File: src/rtl/usr_pkg.sv
// Shared types for the universal shift register: operation codes, FSM
// states and a helper that classifies which operations move bits.
package usr_pkg;

  localparam int MODE_W = 3;

  typedef enum logic [MODE_W-1:0] {
    MODE_HOLD = 3'b000,
    MODE_SHR  = 3'b001,
    MODE_SHL  = 3'b010,
    MODE_ROR  = 3'b011,
    MODE_ROL  = 3'b100,
    MODE_ASR  = 3'b101,
    MODE_LOAD = 3'b110,
    MODE_CLR  = 3'b111
  } mode_e;

  typedef enum logic {
    IDLE = 1'b0,
    BUSY = 1'b1
  } state_e;

  // True for the operations that eject a bit (shifts and rotates); only
  // these are allowed to run as a multi-cycle burst and to update ser_out.
  function automatic logic is_shift_mode(input mode_e m);
    return (m inside {MODE_SHR, MODE_SHL, MODE_ROR, MODE_ROL, MODE_ASR});
  endfunction

endpackage

File: src/rtl/usr_shift_step.sv
// One step of the register operation: computes the next register value and
// the bit pushed out of the register. Purely combinational; shared by the
// single-step and burst paths so both always agree on the operation.
module usr_shift_step
  import usr_pkg::*;
#(
  parameter int WIDTH = 8
) (
  input  logic [WIDTH-1:0] q,
  input  mode_e            mode,
  input  logic             d_in,
  input  logic [WIDTH-1:0] par_in,
  output logic [WIDTH-1:0] next_q,
  output logic             eject_bit
);

  // Next-value and ejected-bit selection for every operation code.
  always_comb begin
    // NOTE: every output gets a default before the case so no path can
    // leave it unassigned, which would otherwise infer a latch.
    next_q    = q;
    eject_bit = 1'b0;
    case (mode)
      MODE_HOLD: next_q = q;
      MODE_SHR: begin
        next_q    = {d_in, q[WIDTH-1:1]};
        eject_bit = q[0];
      end
      MODE_SHL: begin
        next_q    = {q[WIDTH-2:0], d_in};
        eject_bit = q[WIDTH-1];
      end
      MODE_ROR: begin
        next_q    = {q[0], q[WIDTH-1:1]};
        eject_bit = q[0];
      end
      MODE_ROL: begin
        next_q    = {q[WIDTH-2:0], q[WIDTH-1]};
        eject_bit = q[WIDTH-1];
      end
      MODE_ASR: begin
        next_q    = {q[WIDTH-1], q[WIDTH-1:1]};
        eject_bit = q[0];
      end
      MODE_LOAD: next_q = par_in;
      MODE_CLR:  next_q = '0;
      default:   next_q = q;
    endcase
  end

endmodule

File: src/rtl/universal_shift_register.sv
// Universal shift register with a single-step path (en) and a burst path
// (start/shamt) that shifts one position per enabled cycle, reporting
// progress on busy and completion on a one-cycle done pulse.
module universal_shift_register
  import usr_pkg::*;
#(
  parameter int WIDTH = 8,
  parameter int SW_W  = $clog2(WIDTH + 1)
) (
  input  logic              clk,
  input  logic              rst,
  input  logic              en,
  input  logic              start,
  input  logic [MODE_W-1:0] mode,
  input  logic [SW_W-1:0]   shamt,
  input  logic              d_in,
  input  logic [WIDTH-1:0]  par_in,
  output logic [WIDTH-1:0]  d_out,
  output logic              ser_out,
  output logic              busy,
  output logic              done
);

  state_e            state, state_n;
  mode_e             mode_q, mode_q_n;
  logic [SW_W-1:0]   cnt, cnt_n;
  logic [WIDTH-1:0]  q_n;
  logic              ser_n, busy_n, done_n;

  mode_e             mode_in;
  mode_e             op_mode;
  logic [WIDTH-1:0]  step_q;
  logic              step_eject;

  assign mode_in = mode_e'(mode);

  // While bursting, the latched mode drives the datapath; live mode is ignored.
  assign op_mode = (state == BUSY) ? mode_q : mode_in;

  usr_shift_step #(.WIDTH(WIDTH)) u_step (
    .q         (d_out),
    .mode      (op_mode),
    .d_in      (d_in),
    .par_in    (par_in),
    .next_q    (step_q),
    .eject_bit (step_eject)
  );

  // Next-state, counter and output-register values.
  always_comb begin
    state_n  = state;
    mode_q_n = mode_q;
    cnt_n    = cnt;
    q_n      = d_out;
    ser_n    = ser_out;
    busy_n   = busy;
    done_n   = 1'b0;  // done is a pulse: it drops on every edge unless re-fired
    case (state)
      IDLE: begin
        if (start) begin
          if (is_shift_mode(mode_in) && (shamt != '0)) begin
            // Accept the burst; shifting begins on the following edge.
            mode_q_n = mode_in;
            cnt_n    = shamt;
            state_n  = BUSY;
            busy_n   = 1'b1;
          end else begin
            // Zero-length or non-shift request completes as a single op.
            q_n    = step_q;
            if (is_shift_mode(mode_in)) ser_n = step_eject;
            done_n = 1'b1;
          end
        end else if (en) begin
          q_n = step_q;
          if (is_shift_mode(mode_in)) ser_n = step_eject;
        end
      end
      BUSY: begin
        if (en) begin
          q_n   = step_q;
          ser_n = step_eject;  // only shift modes are ever latched
          cnt_n = cnt - SW_W'(1);
          if (cnt == SW_W'(1)) begin
            state_n = IDLE;
            busy_n  = 1'b0;
            done_n  = 1'b1;
          end
        end
      end
      default: state_n = IDLE;
    endcase
  end

  // State and output registers with synchronous reset that aborts any burst.
  always_ff @(posedge clk) begin
    // NOTE: sequential state uses non-blocking assignments so every register
    // samples the pre-edge values regardless of statement order.
    if (rst) begin
      state   <= IDLE;
      mode_q  <= MODE_HOLD;
      cnt     <= '0;
      d_out   <= '0;
      ser_out <= 1'b0;
      busy    <= 1'b0;
      done    <= 1'b0;
    end else begin
      state   <= state_n;
      mode_q  <= mode_q_n;
      cnt     <= cnt_n;
      d_out   <= q_n;
      ser_out <= ser_n;
      busy    <= busy_n;
      done    <= done_n;
    end
  end

endmodule

File: config.mk
export PLATFORM = sky130hd
export DESIGN_NAME = universal_shift_register
export DESIGN_NICKNAME = d
export VERILOG_FILES = /design/src/rtl/usr_pkg.sv /design/src/rtl/usr_shift_step.sv /design/src/rtl/universal_shift_register.sv
export SDC_FILE = /design/constraint.sdc
export NUM_CORES = 1
export LEC_CHECK = 0
export BUFFER_PORTS_ARGS = -buffer_cell sky130_fd_sc_hd__buf_2
export CAP_MARGIN = 30
export CELL_PAD_IN_SITES_DETAIL_PLACEMENT = 1
export CELL_PAD_IN_SITES_GLOBAL_PLACEMENT = 2
export CORE_ASPECT_RATIO = 0.6
export CORE_MARGIN = 1
export CORE_UTILIZATION = 27
export CTS_BUF_LIST = sky130_fd_sc_hd__clkbuf_16
export CTS_CLUSTER_SIZE = 40
export DETAILED_ROUTE_END_ITERATION = 10
export PLACE_DENSITY_LB_ADDON = 0.1
export SLEW_MARGIN = 20
export SYNTH_ARGS = -nofsm -noshare
export SYNTH_HDL_FRONTEND = slang
export SYNTH_SLANG_ARGS = --single-unit
File: constraint.sdc
create_clock -name clk -period 2.1 [get_ports clk]
set_input_delay 0.63 -clock clk [delete_from_list [all_inputs] [get_ports clk]]
set_output_delay 0.63 -clock clk [all_outputs]
set_load 0.05 [all_outputs]
# After elaboration in Yosys (flattened, before gate mapping)
# Cells that the tools add are included.
[classes]
n_div = 0
shift = 0
bitwise_logic = 1
n_reduce_logical = 10
multipliers = 0
n_mux = 32
add_sub_neg = 1
order_cmp = 0
n_eq_ne = 19
[op_table]
columns = ["cell", "n"]
rows = [
  ["$pmux W8 S8", 1],
  ["$mux W8", 3],
  ["$eq A3 B3 Y1 const B", 6],
  ["$mux W1", 17],
  ["$pmux W8 S2", 1],
  ["$eq A3 B2 Y1 const B", 4],
  ["$mux W4", 3],
  ["$pmux W1 S2", 5],
  ["$reduce_and A3 Y1", 3],
  ["$pmux W4 S2", 1],
  ["$eq A3 B1 Y1 const B", 2],
  ["$ne A2 B2 Y1 const B", 3],
  ["$ne A3 B3 Y1 const B", 2],
  ["$reduce_bool A5 Y1", 1],
  ["$eq A4 B1 Y1 const B", 1],
  ["$reduce_and A4 Y1", 1],
  ["$reduce_bool A4 Y1", 1],
  ["$sub A4 B1 Y4 const B", 1],
  ["$logic_not A3 Y1", 1],
  ["$mux W3", 1],
  ["$reduce_or A3 Y1", 1],
  ["$ne A2 B1 Y1 const B", 1],
  ["$reduce_or A2 Y1", 1],
  ["$logic_and A1 B1 Y1", 1],
  ["$not A1 Y1", 1],
]
[word_totals]
rom_bits = 0
latch_bits = 0
out_inout_bits = 11
reg_bits = 19
ramBits = 0
n_memories = 0

# Longest topological paths before layout
[depth]
word_depth = 8
ltp_mapped = 7

# By module
# A second synthesis with hierarchy kept.
[unflattened]
cells_unflattened = 160
hier_area_um2 = 1390.1
[by_module_without_submodules]
columns = ["mod", "seq_area_each_um2", "instances", "cells_each", "area_per_inst_um2"]
rows = [
  ["universal_shift_register", 380.4, 1, 108, 1016.0],
  ["usr_shift_step", 0.0, 1, 52, 374.1],
]

# Least setup slack after synthesis
# Ideal clock, no wire load.
[synth_path]
path_kind = "input to register"
start = "input port shamt[2]"
end = "register d_out[3]"
stages = 6
t_arrival_ns = 1.901
setup_slack_ns = 0.120
n_path_buf = 1
cell_sequence = "or4_4 -> nand4b_4 -> o211a_4 -> buf_8 -> nor2_2 -> a211oi_2"
[synth_via]
elab_chain_cells = 3
[synth_lines]
columns = ["item", "line_no", "rtl"]
rows = [
  ["start, declared", "universal_shift_register.sv:15", "input logic [SW_W-1:0] shamt,"],
  ["$reduce_bool A4 Y1", "universal_shift_register.sv:61", "if (is_shift_mode(mode_in) && (shamt != '0)) begin"],
  ["$logic_and A1 B1 Y1", "universal_shift_register.sv:61", ""],
  ["$ne A3 B3 Y1 (no source line)", "--", ""],
  ["end signal, assigned", "universal_shift_register.sv:110", "d_out <= q_n;"],
  ["end, declared", "universal_shift_register.sv:18", "output logic [WIDTH-1:0] d_out,"],
]
# Every way passes these cells.
# A chain may end at the register's enable or synchronous reset.

# Worst setup path after layout
[layout_path]
start = "register state"
end = "register ser_out"
[layout_via]
elab_chain_cells = 8
word_cells_on_any_way = 20
[layout_lines]
columns = ["item", "line_no", "rtl"]
rows = [
  ["start, declared", "universal_shift_register.sv:24", "state_e state, state_n;"],
  ["start signal, assigned", "universal_shift_register.sv:107", "state <= state_n;"],
  ["$mux W3", "universal_shift_register.sv:38", "assign op_mode = (state == BUSY) ? mode_q : mode_in;"],
  ["$eq A3 B1 Y1, or another cell as far along", "usr_shift_step.sv:23", "case (mode)"],
  ["$reduce_or A3 Y1 (no source line) or $reduce_or A2 Y1 (tied branches)", "--", ""],
  ["$pmux W1 S2", "usr_shift_step.sv:23", ""],
  ["$mux W1", "universal_shift_register.sv:70, universal_shift_register.sv:75", ""],
  ["$mux W1 (on tied branches)", "universal_shift_register.sv:73, universal_shift_register.sv:61", ""],
  ["$mux W1", "universal_shift_register.sv:60", "if (start) begin"],
  ["$pmux W1 S2", "universal_shift_register.sv:58", "case (state)"],
  ["end signal, assigned", "universal_shift_register.sv:111", "ser_out <= ser_n;"],
  ["end, declared", "universal_shift_register.sv:19", "output logic ser_out,"],
]
# Parallel ways exist; a longest one is shown, timed or not. The select of a mux whose other input is x is not followed.

==> results.py <==
metrics = {
    "run_status": {
        "status": "finished, final reports clean",
    },
    "pwr": {
        "powerDensity_nw_per_um2": 820,
        "ir_drop_uv": 287,
        "power.leakage_nw": 0.628,
    },
    "die": {
        "start_util_pct": 28.4,
        "die_x_um": 87.5,
        "core_area_sq_um": 4170,
        "ios": 31,
        "rows": 18,
        "die_h_um": 53.3,
        "fp.dieArea_sq_um": 4670,
    },
    "synth": {
        "ys.flop_type": "dfxtp_1",
        "synth_area_leader_cell": "dfxtp_1",
        "synth.cell_area_sq_um": 1180,
        "yosysUniqueCellTypes": 41,
        "syn_inst": 137,
        "synthTopCellsByCount": "dfxtp_1, nand2_1, a21oi_1",
        "synth.area.top_cells": "dfxtp_1, mux2i_1, nand2_1",
        "syn_nets": 159,
        "yosys.area.top_type_share_pct": 32.1,
        "yosys_register_bits": 19,
        "synth_edf_count": 0,
        "synth-warning-count": 0,
        "ys_seq_area_share_pct": 32.1,
        "syn_avg_cell_area_sq_um": 8.65,
        "yosysMostFrequentCell": "dfxtp_1",
        "synthArstFlopShare_pct": 0,
    },
    "sta": {
        "period_needed_ps": 1920,
        "finalCritPeriodShare_pct": 91.2,
        "finalClockSkew_ps": 2.92,
        "rsz0062_at_grt": "false",
        "setup_tns_ps": 0,
        "setup_violations": 0,
        "tightestPinTransition_ps": 442,
        "finalHoldViolations": 0,
        "fmax_mhz": 522,
        "maxSlewHeadroom_pct": 70.5,
        "drv_slew": 0,
    },
    "cts": {
        "tritoncts": "built",
        "cts_hold_buf": 0,
        "cts_inserted_buffers": 3,
        "root_buffer": "clkbuf_16",
        "post-cts-setup-buffer-count": 0,
        "clock_path_buffers": 2,
        "cts-htree-levels": 1,
        "insertion_delay_ps": 250,
        "cts.sinks": 19,
        "cts_resized": 0,
        "clkTransAtPathRegs_ps": 60,
    },
    "critical_path": {
        "start_kind": "flop",
        "path_class": "flop to flop",
        "crit_top_cell": "a21oi_1",
        "path_cells": "mux2_2 > nor4_1 > a21oi_1 > a311o_1 > a21oi_1",
        "cp_max_fo": 8,
        "path_buf_inv": 0,
        "cpLargestDelayFamily": "compound AO/OA/AOI/OAI gates",
        "cpPeakStageDelay_ps": 520,
        "required_ps": 2280,
        "cp-end-kind": "flop",
        "critPathSlowestCell": "dfxtp_1",
        "cp.arrival_ps": 2100,
    },
    "cells_and_area": {
        "n_antenna_cell": 0,
        "final_util_pct": 36.7,
        "regArea_sq_um": 380,
        "fin_nets": 196,
        "multi_input_area_sq_um": 748,
        "fill_cells": 505,
        "drive_gt1_share_pct": 31.8,
        "area_growth_syn_to_layout_pct": 29.0,
    },
    "grt": {
        "grt_pass1_vias": 1175,
        "antenna_found_initial": 0,
        "grt_pass1_wl_um": 6040,
        "globalRouteOverflowTotal": 0,
        "grt_use_total_pct": 17.5,
        "grt_max_degree": 21,
    },
    "detailed_routing": {
        "num_vias": 1154,
        "via_per_inst": 4.95,
        "drc": 0,
        "drt_wl_total_um": 3720,
        "antenna_left": 0,
        "post_drt_wl_per_cell_um": 16.0,
        "drtIter0Drc": 42,
        "dr.pass1.iters": 4,
    },
    "placed_design": {
        "io_buffers": 30,
        "dp_hpwl_um": 2890,
        "gp_congestion": 0.766,
    },
    "min_path": {
        "worstHoldPathType": "flop to flop",
    },
    "job": {
        "cap_viol_max_count": 0,
    },
}
[cells in the final DEF (no fill, tap or decap), types with 2 or more instances in the layout]
| master | instances |
|---|---|
| buf_2 | 30 |
| dfxtp_1 | 19 |
| nand2_1 | 16 |
| a21oi_1 | 11 |
| nor2_1 | 10 |
| mux2i_1 | 8 |
| buf_4 | 8 |
| a22oi_1 | 7 |
| a22o_1 | 6 |
| nor2b_1 | 5 |
| a211oi_1 | 5 |
| inv_1 | 4 |
| nor3_1 | 3 |
| o21ai_0 | 3 |
| mux2_2 | 3 |
| clkbuf_16 | 3 |
| xnor2_1 | 2 |
| nor2_2 | 2 |
| a211oi_2 | 2 |
| o211ai_1 | 2 |
| nor4_1 | 2 |
| ha_1 | 2 |
[kinds of logic after synthesis]
group | Yosys count | share of synthesized area, %
simple gates | 47 | 21.8
compound gates | 45 | 28.2
flops | 19 | 32.1
buf+inv | 11 | 4.75
mux | 11 | 9.61
xor+xnor | 2 | 1.48
fa+ha+maj | 2 | 2.11
[layout make-up]
type	instances	area share (%)
multi-input cells	107	48.9
well taps	60	4.91
inverters	4	0.982
flip-flops and latches	19	24.9
clock buffers	3	4.91
clock inverters	1	0.327
repair buffers	39	15.1
[worst min-delay path, cell delays in order, from the launching register on]
cell and delay (ps):
dfxtp_1 310, nand2_1 50, a21oi_1 60
[registers in the layout (all words and copies together), names as in the netlist]
| name | flops |
|---|---|
| cnt | 4 |
| d_out | 8 |
| busy | 1 |
| state | 1 |
| ser_out | 1 |
| done | 1 |
| mode_q | 3 |
[where the power goes]
group	switching, mW	internal, mW
registers	0.0474	0.398
logic	0.248	0.160
clock network	0.145	0.255
total	0.440	0.813
[per-layer routing]
metal  vias up  routed length (um)  global-route usage [%]
met5         -                   0                       0
met4         0                  21                    3.28
met3         2                 101                    3.74
met2        18                1500                    26.7
met1       553                2100                    25.2
li1        581                   -                       -
[metrics by stage]
stage	hold WS, ps	instances	worst slack [ps]	area, sq um	power (mW)
2_1_floorplan	458	137	120	1180	0.727
3_3_place_gp	474	229	25.5	1450	0.850
3_5_place_dp	465	229	-53.0	1450	0.860
4_1_cts	473	233	198	1530	1.27
5_1_grt	485	233	20.6	1530	1.32
6_report	471	233	184	1530	1.25
[path summary, 6_finish.rpt]
| kind | start | end | slack [ps] | depth (start not counted) |
|---|---|---|---|---|
| worst max register to register | state$_SDFF_PP0_ | ser_out$_SDFFE_PP0P_ | 180 | 5 |
| worst min register to register | busy$_SDFFE_PP0P_ | busy$_SDFFE_PP0P_ | 470 | 2 |
| worst max-delay path | state$_SDFF_PP0_ | ser_out$_SDFFE_PP0P_ | 180 | 5 |
| worst min-delay path | busy$_SDFFE_PP0P_ | busy$_SDFFE_PP0P_ | 470 | 2 |
Power figures use the tool's default switching activity.
